**src/rtl/alu_issue_stage_pkg.sv**
```systemverilog
// Shared opcode map, flag bit positions and width constants for the ALU issue stage.
package alu_issue_stage_pkg;

    localparam int W    = 16;
    localparam int NOPS = 16;
    localparam int OP_W = 4;

    // Opcode value equals the index of the ALU result slice it selects.
    typedef enum logic [OP_W-1:0] {
        OP_ADD  = 4'd0,   // x + y
        OP_SUB  = 4'd1,   // x - y
        OP_RSUB = 4'd2,   // y - x
        OP_ZERO = 4'd3,   // 0
        OP_ONE  = 4'd4,   // 1
        OP_MONE = 4'd5,   // -1
        OP_NEGX = 4'd6,   // -x
        OP_NEGY = 4'd7,   // -y
        OP_NOTX = 4'd8,   // ~x
        OP_NOTY = 4'd9,   // ~y
        OP_INCX = 4'd10,  // x + 1
        OP_INCY = 4'd11,  // y + 1
        OP_DECX = 4'd12,  // x - 1
        OP_DECY = 4'd13,  // y - 1
        OP_AND  = 4'd14,  // x & y
        OP_OR   = 4'd15   // x | y
    } alu_op_e;

    // Bit positions inside the {V,N,Z} flag vector.
    localparam int FLAG_Z = 0;
    localparam int FLAG_N = 1;
    localparam int FLAG_V = 2;

endpackage

```
**src/rtl/alu_issue_stage_flag_gen.sv**
```systemverilog
// Status flag generator: zero, negative and signed overflow of the selected result.
module alu_flag_gen #(
    parameter int W = 16
) (
    input  logic signed [W-1:0] result,
    input  logic        [3:0]   op,
    input  logic signed [W-1:0] x,
    input  logic signed [W-1:0] y,
    output logic        [2:0]   flags
);
    import alu_issue_stage_pkg::*;

    logic sx, sy, sr;

    assign sx = x[W-1];
    assign sy = y[W-1];
    assign sr = result[W-1];

    // Overflow only exists for the add/subtract results; other ops report V=0.
    always_comb begin
        flags         = '0;
        flags[FLAG_Z] = (result == '0);
        flags[FLAG_N] = sr;
        case (op)
            OP_ADD:  flags[FLAG_V] = (sx == sy) && (sr != sx);
            OP_SUB:  flags[FLAG_V] = (sx != sy) && (sr != sx);
            OP_RSUB: flags[FLAG_V] = (sy != sx) && (sr != sy);
            default: flags[FLAG_V] = 1'b0;
        endcase
    end

endmodule

```
**src/rtl/alu_issue_stage.sv**
```systemverilog
// Two-stage issue wrapper around the combinational ALU: operand register (p0)
// feeding the ALU, then result/flag register (p1) presented downstream.
module alu_issue_stage #(
    parameter int W    = 16,
    parameter int NOPS = 16
) (
    input  logic              clk,
    input  logic              rst_n,
    input  logic              in_valid,
    output logic              in_ready,
    input  logic [3:0]        in_op,
    input  logic [W-1:0]      in_x,
    input  logic [W-1:0]      in_y,
    output logic [W-1:0]      alu_x,
    output logic [W-1:0]      alu_y,
    input  logic [NOPS*W-1:0] alu_res,
    output logic              out_valid,
    input  logic              out_ready,
    output logic [W-1:0]      out_result,
    output logic [3:0]        out_op,
    output logic [2:0]        out_flags,
    output logic [15:0]       op_count
);
    import alu_issue_stage_pkg::*;

    logic                vld_p0;
    logic [3:0]          op_p0;
    logic signed [W-1:0] x_p0;
    logic signed [W-1:0] y_p0;
    logic signed [W-1:0] sel_res_p0;
    logic [2:0]          flags_p0;
    logic                b_free;
    logic                in_xfer;
    logic                out_xfer;

    assign b_free   = !out_valid || out_ready;
    assign in_ready = !vld_p0 || b_free;
    assign in_xfer  = in_valid && in_ready;
    assign out_xfer = out_valid && out_ready;

    assign alu_x = x_p0;
    assign alu_y = y_p0;

    // ---- stage p0: operand register driving the ALU ----
    // Capture a new op on input transfer; otherwise drain when stage p1 takes ours.
    always_ff @(posedge clk or negedge rst_n) begin
        if (!rst_n) begin
            vld_p0 <= 1'b0;
            op_p0  <= '0;
            x_p0   <= '0;
            y_p0   <= '0;
        end else if (in_xfer) begin
            vld_p0 <= 1'b1;
            op_p0  <= in_op;
            x_p0   <= in_x;
            y_p0   <= in_y;
        end else if (b_free) begin
            vld_p0 <= 1'b0;
        end
    end

    // Pick the ALU result bus addressed by the registered opcode.
    always_comb begin
        sel_res_p0 = '0;
        for (int i = 0; i < NOPS; i++) begin
            if (op_p0 == 4'(i)) sel_res_p0 = alu_res[W*i +: W];
        end
    end

    alu_flag_gen #(.W(W)) u_flag_gen (
        .result (sel_res_p0),
        .op     (op_p0),
        .x      (x_p0),
        .y      (y_p0),
        .flags  (flags_p0)
    );

    // ---- stage p1: registered result presented downstream ----
    // Advance only when the output slot is free so held results stay stable.
    always_ff @(posedge clk or negedge rst_n) begin
        if (!rst_n) begin
            out_valid  <= 1'b0;
            out_result <= '0;
            out_op     <= '0;
            out_flags  <= '0;
        end else if (b_free) begin
            out_valid <= vld_p0;
            if (vld_p0) begin
                out_result <= sel_res_p0;
                out_op     <= op_p0;
                out_flags  <= flags_p0;
            end
        end
    end

    // Count results accepted downstream; wraps naturally at 16 bits.
    always_ff @(posedge clk or negedge rst_n) begin
        if (!rst_n) begin
            op_count <= '0;
        end else if (out_xfer) begin
            op_count <= op_count + 16'd1;
        end
    end

endmodule
```
**config.mk**
```make
export PLATFORM = sky130hd
export DESIGN_NAME = alu_issue_stage
export DESIGN_NICKNAME = d
export VERILOG_FILES = /design/src/rtl/alu_issue_stage_pkg.sv /design/src/rtl/alu_issue_stage_flag_gen.sv /design/src/rtl/alu_issue_stage.sv
export SDC_FILE = /design/constraint.sdc
export NUM_CORES = 1
export LEC_CHECK = 0
export ABC_AREA = 1
export BUFFER_PORTS_ARGS = -buffer_cell sky130_fd_sc_hd__buf_2
export CORE_AREA = 10 10 134 136
export DETAILED_ROUTE_END_ITERATION = 8
export DIE_AREA = 0 0 144 146
export GPL_TIMING_DRIVEN = 0
export PLACE_DENSITY = 0.68
export SYNTH_ARGS = -nofsm -noshare
export SYNTH_HDL_FRONTEND = slang
export SYNTH_SLANG_ARGS = --single-unit
```
**constraint.sdc**
```tcl
create_clock -name clk -period 5.3 [get_ports clk]
set_input_delay 1.06 -clock clk [delete_from_list [all_inputs] [get_ports clk]]
set_output_delay 1.06 -clock clk [all_outputs]
set_load 0.005 [all_outputs]
```
==> results.cfg, run 1 <==
[global_route]
overflow = 0
busiest_layer = met2
grt_pass1_vias = 6655
met2_usage = 0.405
grt_use_met1 = 0.248
grt_pass1_wl_um = 38100
antenna_found_initial = 13
gr-usage-all-layers = 0.235
grt_max_degree = 69
use_met3 = 0.0898

[run_status]
status = finished clean

[timing]
maxSlewHeadroom = 0.417
setup_viol = 0
maxSlewViolCount = 0
rsz0062_at_grt = false
final_hold_viol_count = 0
tightest_slew_ps = 872
period_needed_ps = 2860
setup_tns_ps = 0
max_freq_mhz = 350
finClkSkew_ps = 7.19
min_period_over_period = 0.540

[pwr]
power_leakage_nw = 4.28
total_power_mw = 2.37
p_per_area_mw_per_mm2 = 306
vdd_drop_max_v = 0.000248

[min_path]
hold_end = op_count[15]
min_from = op_count[15]
hold_path_depth = 1
hold_path_class = flip-flop to flip-flop

[routing]
viasPerCell = 4.89
drc_errors = 0
routedWlPerCell_um = 19.1
ant_nets = 0
vias = 6725
drt_pass1_iterations = 6
routed_wl_um = 26200
drt_iter0_markers = 391

[worst_setup_path]
critPathArrivalTime_ps = 3120
slowest_delay_ps = 360
r2r_end = out_flags[0]
worstReg2RegStart = op_p0[1]
path_class = flip-flop to flip-flop
slowest_stage = dfrtp_1
required_ps = 5560
end_kind = flip-flop
cp_max_fo = 10
rrSetupSlack_ps = 2440
crit_chain = buf_4 -> nand2_2 -> nor2_4 -> clkbuf_1 -> a21oi_1 -> nand4_1 -> nand2_1 -> nand4_1 -> nor3_1 -> nand4_1 -> nor2_1 -> nand2_1 -> nor2_1 -> nand3_1 -> nand2_1
ff2ff_path_depth = 15
start_kind = flip-flop

[die]
fp.dieW_um = 144
coreArea_sq_mm = 0.0155
row_count = 46
boundaryPins = 369
die_area_sq_mm = 0.0210
initial_core_util = 0.342
die-height_um = 146

[clock_tree]
cts.path.max_buffers = 2
cts_root_buffer = clkbuf_16
cts.reportedPaths.clkPinSlew_ps = 60
holdBufCountCts = 0
clock_sinks = 76
cts_tree = done
clkLatencyLatePin_ps = 330
cts_buffers = 9
htreeDepth = 3
cts.repair.resized = 0
cts_setup_buffers = 0

[finish]
area_growth_pct = 46.3
drive_gt1_frac = 0.389
fin_nets = 1467
fill_cells = 1655
final_common_cell = buf_2
final-instance-count-excl-fill = 1376
layout_common_cells = 371 x buf_2, 275 x nand2_1, 102 x nor2_1

[synthesis]
syn_area_sq_mm = 0.00530
synth_warnings = 0
synth.distinct_cells = 32
avgSynthCellArea_sq_um = 6.71
synth_seq_cells = 76
synth-seq-area-share = 0.359
synth_fp_nets = 1087
syn_inst = 790

[placement]
numPortBuffers = 368
gp_congestion = 1.03
dpl.cell_count = 1351
place_hpwl_um = 22500

[run]
drv_cap = 0
==> registers in the layout, summed over array words and instances (netlist names) <==
signal      cells
alu_x          16
alu_y          16
op_count       16
out_result     15
op_p0           4
out_op          4
out_flags       3
out_valid       1
vld_p0          1
==> logic make-up after synthesis <==
| group | count (synthesis) | synth area share |
|---|---|---|
| buffers and inverters | 106 | 0.0793 |
| XOR/XNOR | 14 | 0.0231 |
| flip-flops | 76 | 0.359 |
| multiplexers | 30 | 0.0637 |
| adder cells (fa/ha/maj) | 1 | 0.00236 |
| AND/OR/NAND/NOR | 524 | 0.434 |
| AO/OA/AOI/OAI | 39 | 0.0385 |
==> where the power goes <==
group,internal [mW],switching [mW]
sequential,0.712,0.0848
clock,0.423,0.229
combinational,0.375,0.546
==> synth_stat cells <==
| cell | n | area (sq um) |
|---|---|---|
| xor2_1 | 8 | 70.1 |
| buf_6 | 1 | 11.3 |
| nor2_8 | 1 | 20.0 |
| inv_4 | 1 | 6.26 |
| nor2_2 | 5 | 31.3 |
| dfrtp_1 | 76 | 1900 |
| or2_0 | 7 | 43.8 |
| o21ai_0 | 9 | 45.0 |
| nand2_4 | 2 | 22.5 |
| inv_2 | 5 | 18.8 |
| a21oi_1 | 25 | 125 |
| or2_2 | 17 | 106 |
| nor2_4 | 4 | 45.0 |
| nor4_1 | 1 | 6.26 |
| clkinv_1 | 1 | 3.75 |
| nand3b_1 | 1 | 7.51 |
| nand4_1 | 44 | 275 |
| nand3_1 | 59 | 295 |
| nand2_1 | 275 | 1030 |
| clkbuf_1 | 18 | 67.6 |
| ha_1 | 1 | 12.5 |
| xnor2_1 | 6 | 52.6 |
| or2_1 | 1 | 6.26 |
| buf_2 | 4 | 20.0 |
| nor2_1 | 102 | 383 |
| nor3_1 | 3 | 15.0 |
| a31oi_1 | 3 | 18.8 |
| mux2_2 | 30 | 338 |
| inv_1 | 74 | 278 |
| o211ai_1 | 2 | 15.0 |
| buf_4 | 2 | 15.0 |
| nand2_2 | 2 | 12.5 |
==> critical path: cells and delay by family (launching register included) <==
family,cells,cell delay [ps]
AOI/OAI and AO/OA,1,280
buffers and inverters,2,430
DFF,1,360
and+or+nand+nor,12,1720
==> per-layer routing <==
metal	part of all wire	vias to the layer above
met4	0.035	6
met5	0.0014	-
met3	0.12	68
met2	0.49	355
met1	0.35	3013
li1	-	3283
==> layout make-up <==
| class | instances | area [sq um] | share of cell area |
|---|---|---|---|
| plain buffers | 25 | 114 | 0.0147 |
| multi-input cells | 608 | 2980 | 0.384 |
| well taps | 192 | 240 | 0.0310 |
| clock buffers | 11 | 243 | 0.0313 |
| flip-flops and latches | 76 | 1900 | 0.245 |
| diodes | 10 | 25.0 | 0.00323 |
| repair buffers | 369 | 1870 | 0.241 |
| inverters | 81 | 307 | 0.0395 |
| clock inverters | 4 | 73.8 | 0.00952 |
==> worst max path at each step <==
stage	from	endpoint
2_1_floorplan	out_ready	op_count[15]
3_3_place_gp	alu_res[103]	out_flags[0]
3_5_place_dp	alu_res[103]	out_flags[0]
4_1_cts	op_p0[1]	out_flags[0]
5_1_grt	op_p0[1]	out_flags[0]
6_report	op_p0[1]	out_flags[0]
==> metrics by stage <==
stage	worst slack [ps]	utilization	hold slack, ps	instance area [sq um]
6_report	2440	0.501	471	7750
5_1_grt	2230	0.501	496	7750
4_1_cts	2450	0.499	473	7730
3_5_place_dp	2350	0.479	461	7410
3_3_place_gp	2350	0.477	459	7380
2_1_floorplan	2800	-	465	5300
(Power assumes the default switching activity.)
==> run 2: changes to the inputs <==
==> constraint.sdc (replaced) <==
create_clock -name clk -period 2.9 [get_ports clk]
set_input_delay 0.58 -clock clk [delete_from_list [all_inputs] [get_ports clk]]
set_output_delay 0.58 -clock clk [all_outputs]
set_load 0.005 [all_outputs]
==> run 2 against run 1 <==
Net effect: maximum frequency is 4.2% higher; critical path type unchanged; register-to-register slack worse by 2300 ps; flip-flop and latch count stayed put; sequential share of layout area hardly changed; combinational power is 83% higher; final cell count hardly changed; non-clock buffer count stayed put; wire length hardly changed; total power is 83% higher; clock skew hardly changed; global-route usage stayed put.
==> results.cfg, run 2 (synthesized netlist as in run 1, its figures left out) <==
[routing]
drc_errors = 0
routed_wl_um = 26200
wirelength_met1_um = 9290
viasPerCell = 4.86
wl_met3_um = 3130
vias = 6699
drt_pass1_iterations = 7
wl_met2_um = 12900
routedWlPerCell_um = 19.0
ant_nets = 0
highest_layer = met5
drt_iter0_markers = 386

[finish]
final-instance-count-excl-fill = 1377
multi_input_area_sq_mm = 0.00299
area_growth_pct = 46.5
utilization = 0.502
fill_cells = 1654
fin_nets = 1467
final_common_cell = buf_2
regArea_sq_mm = 0.00190
postLayoutCellArea_sq_mm = 0.00777
layout_common_cells = 371 x buf_2, 275 x nand2_1, 100 x nor2_1
drive_gt1_frac = 0.392

[global_route]
overflow = 0
gr-usage-all-layers = 0.235
grt_pass1_wl_um = 38100
antenna_found_initial = 13
grt_max_degree = 69
grt_pass1_vias = 6655

[placement]
placed_area_sq_mm = 0.00741
gp_congestion = 1.03
place_hpwl_um = 22500
numPortBuffers = 368
dpl.cell_count = 1351

[worst_setup_path]
start_kind = flip-flop
crit_chain = buf_4 -> nand2_2 -> nor2_4 -> clkbuf_1 -> a21oi_1 -> nand4_1 -> nand2_1 -> nand4_1 -> nor3_2 -> nand4_1 -> nor2_1 -> nand2_1 -> nor2_1 -> nand3_1 -> nand2_1
startpoint = op_p0[1]
ff2ff_path_depth = 15
path_class = flip-flop to flip-flop
rrSetupSlack_ps = 160
critPathArrivalTime_ps = 3010
slowest_stage = dfrtp_1
slowest_delay_ps = 360
worstReg2RegStart = op_p0[1]
worst-path-stages = 15
required_ps = 3160
end_kind = flip-flop
crit_end = out_flags[0]
crit_buf_inv = 2
r2r_end = out_flags[0]
critPathTopFamily = simple AND/OR/NAND/NOR gates
cp_max_fo = 10

[timing]
setup_tns_ps = 0
setup_viol = 0
final_hold_viol_count = 0
period_needed_ps = 2740
max_freq_mhz = 364
finClkSkew_ps = 7.18
min_period_over_period = 0.946
maxSlewHeadroom = 0.497
rsz0062_at_grt = false
tightest_slew_ps = 752
maxSlewViolCount = 0

[pwr]
total_power_mw = 4.34
switching_share = 0.363
clkPwrFrac = 0.275
pwr-share-comb = 0.389
switchingPower_mw = 1.57
vdd_drop_max_v = 0.000452
p_per_area_mw_per_mm2 = 558
power_leakage_nw = 4.28
p_int_mw = 2.76
seqPwrFrac = 0.336

[min_path]
hold_path_class = input pin to async pin

[clock_tree]
clkLatencyLatePin_ps = 330
cts_root_buffer = clkbuf_16
cts_tree = done
cts.repair.resized = 0
clock_sinks = 76
cts.path.max_buffers = 2
htreeDepth = 3
holdBufCountCts = 0
cts_buffers = 9
cts_setup_buffers = 0
cts.reportedPaths.clkPinSlew_ps = 60

[run]
drv_cap = 0

[die]
die-height_um = 146
die_area_sq_mm = 0.0210
row_count = 46
initial_core_util = 0.342
fp.dieW_um = 144
boundaryPins = 369
coreArea_sq_mm = 0.0155

[run_status]
status = finished clean
[run 2: cell types whose count changed in the layout (fill, tap and decap cells not counted)]
cell | before | now
nor3_1 | 3 | 2
nor2_1 | 102 | 100
nor2_2 | 5 | 7
diode_2 | 10 | 11
nor3_2 | 0 | 1
[run 2: power by group through the flow]
stage               clock (mW)  sequential [mW]  combinational (mW)
floorplan                    0             1.48               0.811
global placement             0             1.46                1.67
detailed placement           0             1.47                1.70
CTS                       1.22             1.46                1.70
global route              1.25             1.49                1.88
finish                    1.19             1.46                1.69
[run 2: per-stage QoR]
stage / hold WS (ps) / setup slack [ps]
2_1_floorplan: 284 / 876
3_3_place_gp: 459 / 115
3_5_place_dp: 420 / 70.5
4_1_cts: 70.5 / 50.0
5_1_grt: 73.4 / 8.12
6_report: 78.0 / 156
[run 2: final cells by class]
class | count | share of cell area
Multi-Input combinational cell | 608 | 0.385
Sequential cell | 76 | 0.245
Timing Repair Buffer | 369 | 0.241
Inverter | 81 | 0.0395
Clock buffer | 11 | 0.0313
Tap cell | 192 | 0.0309
Buffer | 25 | 0.0147
Clock inverter | 4 | 0.00950
Antenna cell | 11 | 0.00354
[run 2: worst min-delay path by stage]
stage	start	to	depth (start not counted)
after global placement	op_count[15]	op_count[15]	1
final	rst_n	op_count[12]	1
after floorplan	rst_n	alu_x[0]	0
after CTS	rst_n	op_count[12]	1
after detailed placement	rst_n	op_count[12]	1
after global routing	rst_n	op_count[12]	1
[run 2: per-layer routing]
layer,global-route usage,vias to the layer above
met5,0,-
met4,0.0991,6
met3,0.0898,62
met2,0.405,352
met1,0.248,2995
li1,-,3284
[run 2: worst reg2reg max path: cells and delay by family (launching register included)]
kind	cells	cell delay, ps
AOI/OAI and AO/OA	1	270
buffers and inverters	2	430
DFF	1	360
and+or+nand+nor	12	1630
